### config.mk
export PLATFORM = sky130hd
export DESIGN_NAME = selection_indicator
export DESIGN_NICKNAME = d
export VERILOG_FILES = /design/src/rtl/selection_indicator.sv
export SDC_FILE = /design/constraint.sdc
export NUM_CORES = 1
export LEC_CHECK = 0
export BUFFER_PORTS_ARGS = -buffer_cell sky130_fd_sc_hd__clkbuf_2
export CAP_MARGIN = 20
export CORE_ASPECT_RATIO = 0.6
export CORE_MARGIN = 5
export CORE_UTILIZATION = 40
export CTS_BUF_LIST = sky130_fd_sc_hd__clkbuf_4 sky130_fd_sc_hd__clkbuf_8
export DETAILED_ROUTE_END_ITERATION = 10
export GPL_TIMING_DRIVEN = 0
export PLACE_DENSITY = 0.67
export SYNTH_ARGS = -nofsm -noshare
export SYNTH_HDL_FRONTEND = slang
export SYNTH_SLANG_ARGS = --single-unit
### constraint.sdc
create_clock -name clock -period 1.8 [get_ports clock]
set_input_delay 0.27 -clock clock [delete_from_list [all_inputs] [get_ports clock]]
set_output_delay 0.27 -clock clock [all_outputs]
set_load 0.03 [all_outputs]
### src/rtl/selection_indicator.sv
// Parking-spot selection indicator: latches a city/spot request, blinks it until
// confirmed, then holds it solid, or flashes an error pattern for invalid or occupied spots.
module selection_indicator #(
    parameter int unsigned BLINK_DIV   = 25000000,
    parameter int unsigned HOLD_CYCLES = 100000000,
    parameter int unsigned ERR_TOGGLES = 6
) (
    input  logic       clock,
    input  logic       reset,
    input  logic       load,
    input  logic [1:0] city,
    input  logic [3:0] spot,
    input  logic       confirm,
    input  logic [8:0] occupied,
    output logic [8:0] led_spot,
    output logic [2:0] led_city,
    output logic [6:0] hex_spot,
    output logic       busy,
    output logic       done,
    output logic       err
);

    localparam int unsigned BLINK_W = (BLINK_DIV > 1)   ? $clog2(BLINK_DIV)   : 1;
    localparam int unsigned HOLD_W  = (HOLD_CYCLES > 1) ? $clog2(HOLD_CYCLES) : 1;
    localparam int unsigned TOG_W   = (ERR_TOGGLES > 1) ? $clog2(ERR_TOGGLES) : 1;

    localparam logic [1:0] IDLE      = 2'd0;
    localparam logic [1:0] PENDING   = 2'd1;
    localparam logic [1:0] CONFIRMED = 2'd2;
    localparam logic [1:0] ERROR     = 2'd3;

    logic [1:0]         state;
    logic [1:0]         next_state;
    logic [1:0]         cur_city;
    logic [3:0]         cur_spot;
    logic [BLINK_W-1:0] blink_cnt;
    logic               phase;
    logic [HOLD_W-1:0]  hold_cnt;
    logic [TOG_W-1:0]   tog_cnt;
    logic               blink_wrap;
    logic               sel_valid;
    logic               restart_blink;
    logic               enter_confirm;
    logic               enter_error;

    assign blink_wrap = (blink_cnt == BLINK_W'(BLINK_DIV - 1));
    assign sel_valid  = (spot <= 4'd8) && (city != 2'b11);

    // State register
    always_ff @(posedge clock) begin
        if (reset) begin
            state <= IDLE;
        end else begin
            state <= next_state;
        end
    end

    // Next-state decode; load wins over confirm and always restarts the blink
    always_comb begin
        next_state    = state;
        restart_blink = 1'b0;
        enter_confirm = 1'b0;
        enter_error   = 1'b0;
        if (load) begin
            next_state    = sel_valid ? PENDING : ERROR;
            restart_blink = 1'b1;
            enter_error   = !sel_valid;
        end else begin
            case (state)
                PENDING: begin
                    if (confirm) begin
                        if (occupied[cur_spot]) begin
                            next_state    = ERROR;
                            restart_blink = 1'b1;
                            enter_error   = 1'b1;
                        end else begin
                            next_state    = CONFIRMED;
                            enter_confirm = 1'b1;
                        end
                    end
                end
                CONFIRMED: begin
                    if (hold_cnt == HOLD_W'(HOLD_CYCLES - 1)) next_state = IDLE;
                end
                ERROR: begin
                    if (blink_wrap && (tog_cnt == TOG_W'(ERR_TOGGLES - 1))) next_state = IDLE;
                end
                default: ;
            endcase
        end
    end

    // Selection latch, pulses and timing counters
    always_ff @(posedge clock) begin
        if (reset) begin
            cur_city  <= 2'd0;
            cur_spot  <= 4'd0;
            blink_cnt <= '0;
            phase     <= 1'b1;
            hold_cnt  <= '0;
            tog_cnt   <= '0;
            done      <= 1'b0;
            err       <= 1'b0;
        end else begin
            done <= enter_confirm;
            err  <= enter_error;
            if (load) begin
                cur_city <= city;
                cur_spot <= spot;
            end
            if (restart_blink) begin
                blink_cnt <= '0;
                phase     <= 1'b1;
            end else if (blink_wrap) begin
                blink_cnt <= '0;
                phase     <= ~phase;
            end else begin
                blink_cnt <= blink_cnt + BLINK_W'(1);
            end
            hold_cnt <= (state == CONFIRMED) ? hold_cnt + HOLD_W'(1) : '0;
            if (restart_blink || (state != ERROR)) begin
                tog_cnt <= '0;
            end else if (blink_wrap) begin
                tog_cnt <= tog_cnt + TOG_W'(1);
            end
        end
    end

    function automatic logic [6:0] digit(input logic [3:0] d);
        case (d)
            4'd0:    digit = 7'b1000000;
            4'd1:    digit = 7'b1111001;
            4'd2:    digit = 7'b0100100;
            4'd3:    digit = 7'b0110000;
            4'd4:    digit = 7'b0011001;
            4'd5:    digit = 7'b0010010;
            4'd6:    digit = 7'b0000010;
            4'd7:    digit = 7'b1111000;
            4'd8:    digit = 7'b0000000;
            default: digit = 7'b1111111;
        endcase
    endfunction

    logic [8:0] spot_mask;
    logic [2:0] city_onehot;

    // Display decode from registered state over live occupancy
    always_comb begin
        spot_mask = 9'(1) << cur_spot;
        case (cur_city)
            2'd0:    city_onehot = 3'b100;
            2'd1:    city_onehot = 3'b010;
            2'd2:    city_onehot = 3'b001;
            default: city_onehot = 3'b000;
        endcase
        led_spot = occupied;
        led_city = 3'b000;
        hex_spot = 7'b1111111;
        busy     = (state != IDLE);
        case (state)
            PENDING: begin
                led_spot = (occupied & ~spot_mask) | ({9{phase}} & spot_mask);
                led_city = city_onehot;
                hex_spot = digit(cur_spot);
            end
            CONFIRMED: begin
                led_spot = occupied | spot_mask;
                led_city = city_onehot;
                hex_spot = digit(cur_spot);
            end
            ERROR: begin
                led_spot = {9{phase}};
                hex_spot = 7'b0000110;
            end
            default: ;
        endcase
    end

endmodule
==> impl_metrics.csv <==
group,metric,value,unit
final_layout,multi_input_area,2740,um2
clock_tree,root_buffer,"clkbuf_8",
sta,rsz0062_at_grt,"yes",
synth,yosys.area.top_type_share,0.371,
sta,setup_viol_count_final,49,
critical_path,crit_family,"simple AND/OR/NAND/NOR gates",
critical_path,worstSetupPathType,"flip-flop to flip-flop",
synth,yosysUniqueCellTypes,56,
synth,synth-seq-area-share,0.371,
sta,fin_crit,2.15,ns
detailed_routing,wl_per_cell,15.5,um
synth,ys_seq_elements,73,
placement,routabilityCongestion,0.897,
sta,setup_ws,-0.348,ns
status,status,"finished with violations",
synth,yosys_warnings,0,
die,start_util,0.405,
die,die_x,138,um
detailed_routing,remaining_drc_errors,0,
hold_path,hp-start,"city[0]",
hold_path,min_path_type,"primary input to flip-flop",
grt,grt-ovfl-total,0,
critical_path,crit_fanout,3,
synth,async_flop_share,0,
die,die-area,12000,um2
status,failed_checks,"setup timing",
final_layout,fin_nets,587,
critical_path,cp-end-kind,"flip-flop",
hold_path,min_delay_path_depth,3,
detailed_routing,routed_wl,10800,um
critical_path,startpoint_type,"flip-flop",
clock_tree,clockBufferDepth,2,
synth,synth_area_leader_cell,"dfxtp_1",
power_and_ir_drop,peakVddDrop,647,uV
final_layout,syn_to_final_growth,40.0,%
critical_path,startpoint,"blink_cnt[23]$_SDFF_PP0_",
detailed_routing,route.vias.total,3709,
sta,max_freq,0.466,GHz
detailed_routing,drt_iter0_drc,227,
detailed_routing,vias_per_cell,5.34,
critical_path,crit_path_end,"state[1]$_SDFFE_PP0P_",
synth,synth_area,3940,um2
placement,portBuffers,39,
grt,grt_pass1_wl,17000,um
synth,synth_cells,474,
critical_path,worstPathArrival,2.40,ns
die,die_height,86.9,um
synth,synth_area_per_cell,8.31,um2
synth,synth_area_leaders,"dfxtp_1 37%, nor2_1 6.8%, xnor2_1 5.3%",
placement,placedCellCount,648,
clock_tree,cts_tree,"built",
sta,maxSlewHeadroom,0.643,
sta,clock_skew,0.00919,ns
grt,grt_pass1_vias,3500,
placement,pre_cts_slack,-0.441,ns
final_layout,antenna_cells,0,
grt,grt_max_degree,14,
die,num_rows,28,
placement,dpl.hpwl,6780,um
grt,grt_usage,0.172,
clock_tree,insertion_delay,0.36,ns
clock_tree,h-tree-depth,3,
detailed_routing,ant_nets,0,
clock_tree,cts.sinks,73,
synth,synth_ff_type,"dfxtp_1",
sta,drv_slew,0,
clock_tree,numCtsBuffers,9,
final_layout,drive_above_1_share,0.360,
power_and_ir_drop,finalPower,4700,uW
clock_tree,clk_pin_slew_worst_paths,0.08,ns
critical_path,worst-path-stages,5,
power_and_ir_drop,p_leak,0.00207,uW
critical_path,worst_path_largest_cell_delay,0.55,ns
run,cap_viol_max_count,0,
critical_path,slowest_stage,"or4b_4",
critical_path,r2r_start,"blink_cnt[23]$_SDFF_PP0_",
clock_tree,ctsHoldBuffers,0,
critical_path,cp.required,2.05,ns
grt,antenna_found_initial,0,
final_layout,seqCellArea,1490,um2
detailed_routing,firstDrtPassIters,5,
critical_path,crit_chain,"or4b_4, nor4_4, a41oi_2, a31oi_2, mux2_1",
critical_path,path_buf_inv,0,
final_layout,fillers,852,
die,io_pins,41,
synth,synth_nets,507,
sta,finalHoldViolCount,0,
synth,synth-edff-count,0,
critical_path,rrSetupSlack,-0.35,ns
critical_path,rr_worst_depth,5,
critical_path,r2r-end,"state[1]$_SDFFE_PP0P_",
sta,tightest_slew,0.533,ns
sta,period_share,1.19,
power_and_ir_drop,power_density,851,nW/um2
die,core,9740,um2
final_layout,final_cells,694,
where the power goes:
part / internal (uW) / total [uW] / switching (uW)
logic: 806 / 1680 / 870
registers: 1660 / 1700 / 41.4
clock network: 676 / 1320 / 644
placed cells by master, fill, tap and decap left out, types with 7 or more instances in the layout:
master     n
dfxtp_1   59
nor2_1    47
nand2_1   33
buf_4     26
clkbuf_2  23
xnor2_1   23
clkbuf_8  21
xor2_1    21
nor2_2    20
nand4_1   19
a21oi_1   18
inv_1     16
nand3_1   14
buf_8     13
nor3_1    11
mux2i_1   10
o21ai_0   10
buf_6     10
dfxtp_2   10
nor2b_1    8
and3_1     8
ha_1       8
nand2b_1   7
state kept, by name (all words and copies together) (netlist names), named ones only:
signal,flops
cur_spot,4
tog_cnt,3
err,1
cur_city,2
phase,1
blink_cnt,25
done,1
hold_cnt,27
state,2
logic make-up (layout without fill, tap and decap cells):
family,Yosys count,count (layout),share of synthesized area
AND/OR/NAND/NOR,212,212,0.273
XOR/XNOR,45,45,0.100
buffers and inverters,43,128,0.0454
adder cells (fa/ha/maj),14,14,0.0445
flip-flops,73,73,0.371
AO/OA/AOI/OAI,75,75,0.132
multiplexers,12,12,0.0340
worst register-to-register path, delay by kind of cell (launching register included):
kind | cells | cell delay (ns)
flops | 1 | 0.35
mux | 1 | 0.34
compound gates | 2 | 0.43
simple gates | 2 | 0.92
worst min path at each step:
stage | to | slack, ns
6_report | cur_city[0]$_SDFFE_PP0P_ | 0.19
5_1_grt | cur_city[0]$_SDFFE_PP0P_ | 0.18
4_1_cts | cur_city[0]$_SDFFE_PP0P_ | 0.16
3_5_place_dp | hold_cnt[0]$_SDFF_PP0_ | 0.45
3_3_place_gp | hold_cnt[0]$_SDFF_PP0_ | 0.43
2_1_floorplan | cur_city[0]$_SDFFE_PP0P_ | 0.42
final cells by class:
| cell class | instances | share of cell area |
|---|---|---|
| Buffer | 20 | 0.0304 |
| Clock buffer | 10 | 0.0249 |
| Clock inverter | 6 | 0.0122 |
| Inverter | 18 | 0.0141 |
| Multi-Input combinational cell | 358 | 0.496 |
| Sequential cell | 73 | 0.270 |
| Tap cell | 135 | 0.0306 |
| Timing Repair Buffer | 74 | 0.122 |
Yosys cell counts (11+ instances only):
library cell / number
a21oi_1: 25
nor3_1: 11
nand4_1: 19
nor2_1: 71
clkbuf_1: 21
dfxtp_1: 73
nand3_1: 15
nor4_1: 11
xnor2_1: 24
ha_1: 14
nand2_1: 33
xor2_1: 21
inv_1: 18
per-stage QoR:
step,hold WS (ns),setup TNS [ns],utilization,instance area [um2]
after floorplan,0.417,-1.15,-,3980
after global placement,0.434,-14.14,0.446,4350
after detailed placement,0.449,-16.48,0.446,4350
after CTS,0.158,-6.99,0.533,5190
after global routing,0.181,-12.70,0.567,5520
final,0.193,-8.85,0.567,5520
metal layers:
layer | routed length, um | up-vias | track usage
met5 | 0 | - | 0
met4 | 35 | 0 | 0.0430
met3 | 611 | 6 | 0.0554
met2 | 4860 | 102 | 0.256
met1 | 5250 | 1774 | 0.243
li1 | - | 1827 | -
timing repair:
item / in CTS / in global routing
endpoints found under the setup margin: 79 / 75
setup buffers: 20 / 12
gates resized for setup: 122 / 70
hold endpoints to repair: 0 / 0
pin swaps: 16 / 18
gates cloned: 3 / 0
No activity file was read; power rests on OpenSTA's default activity.
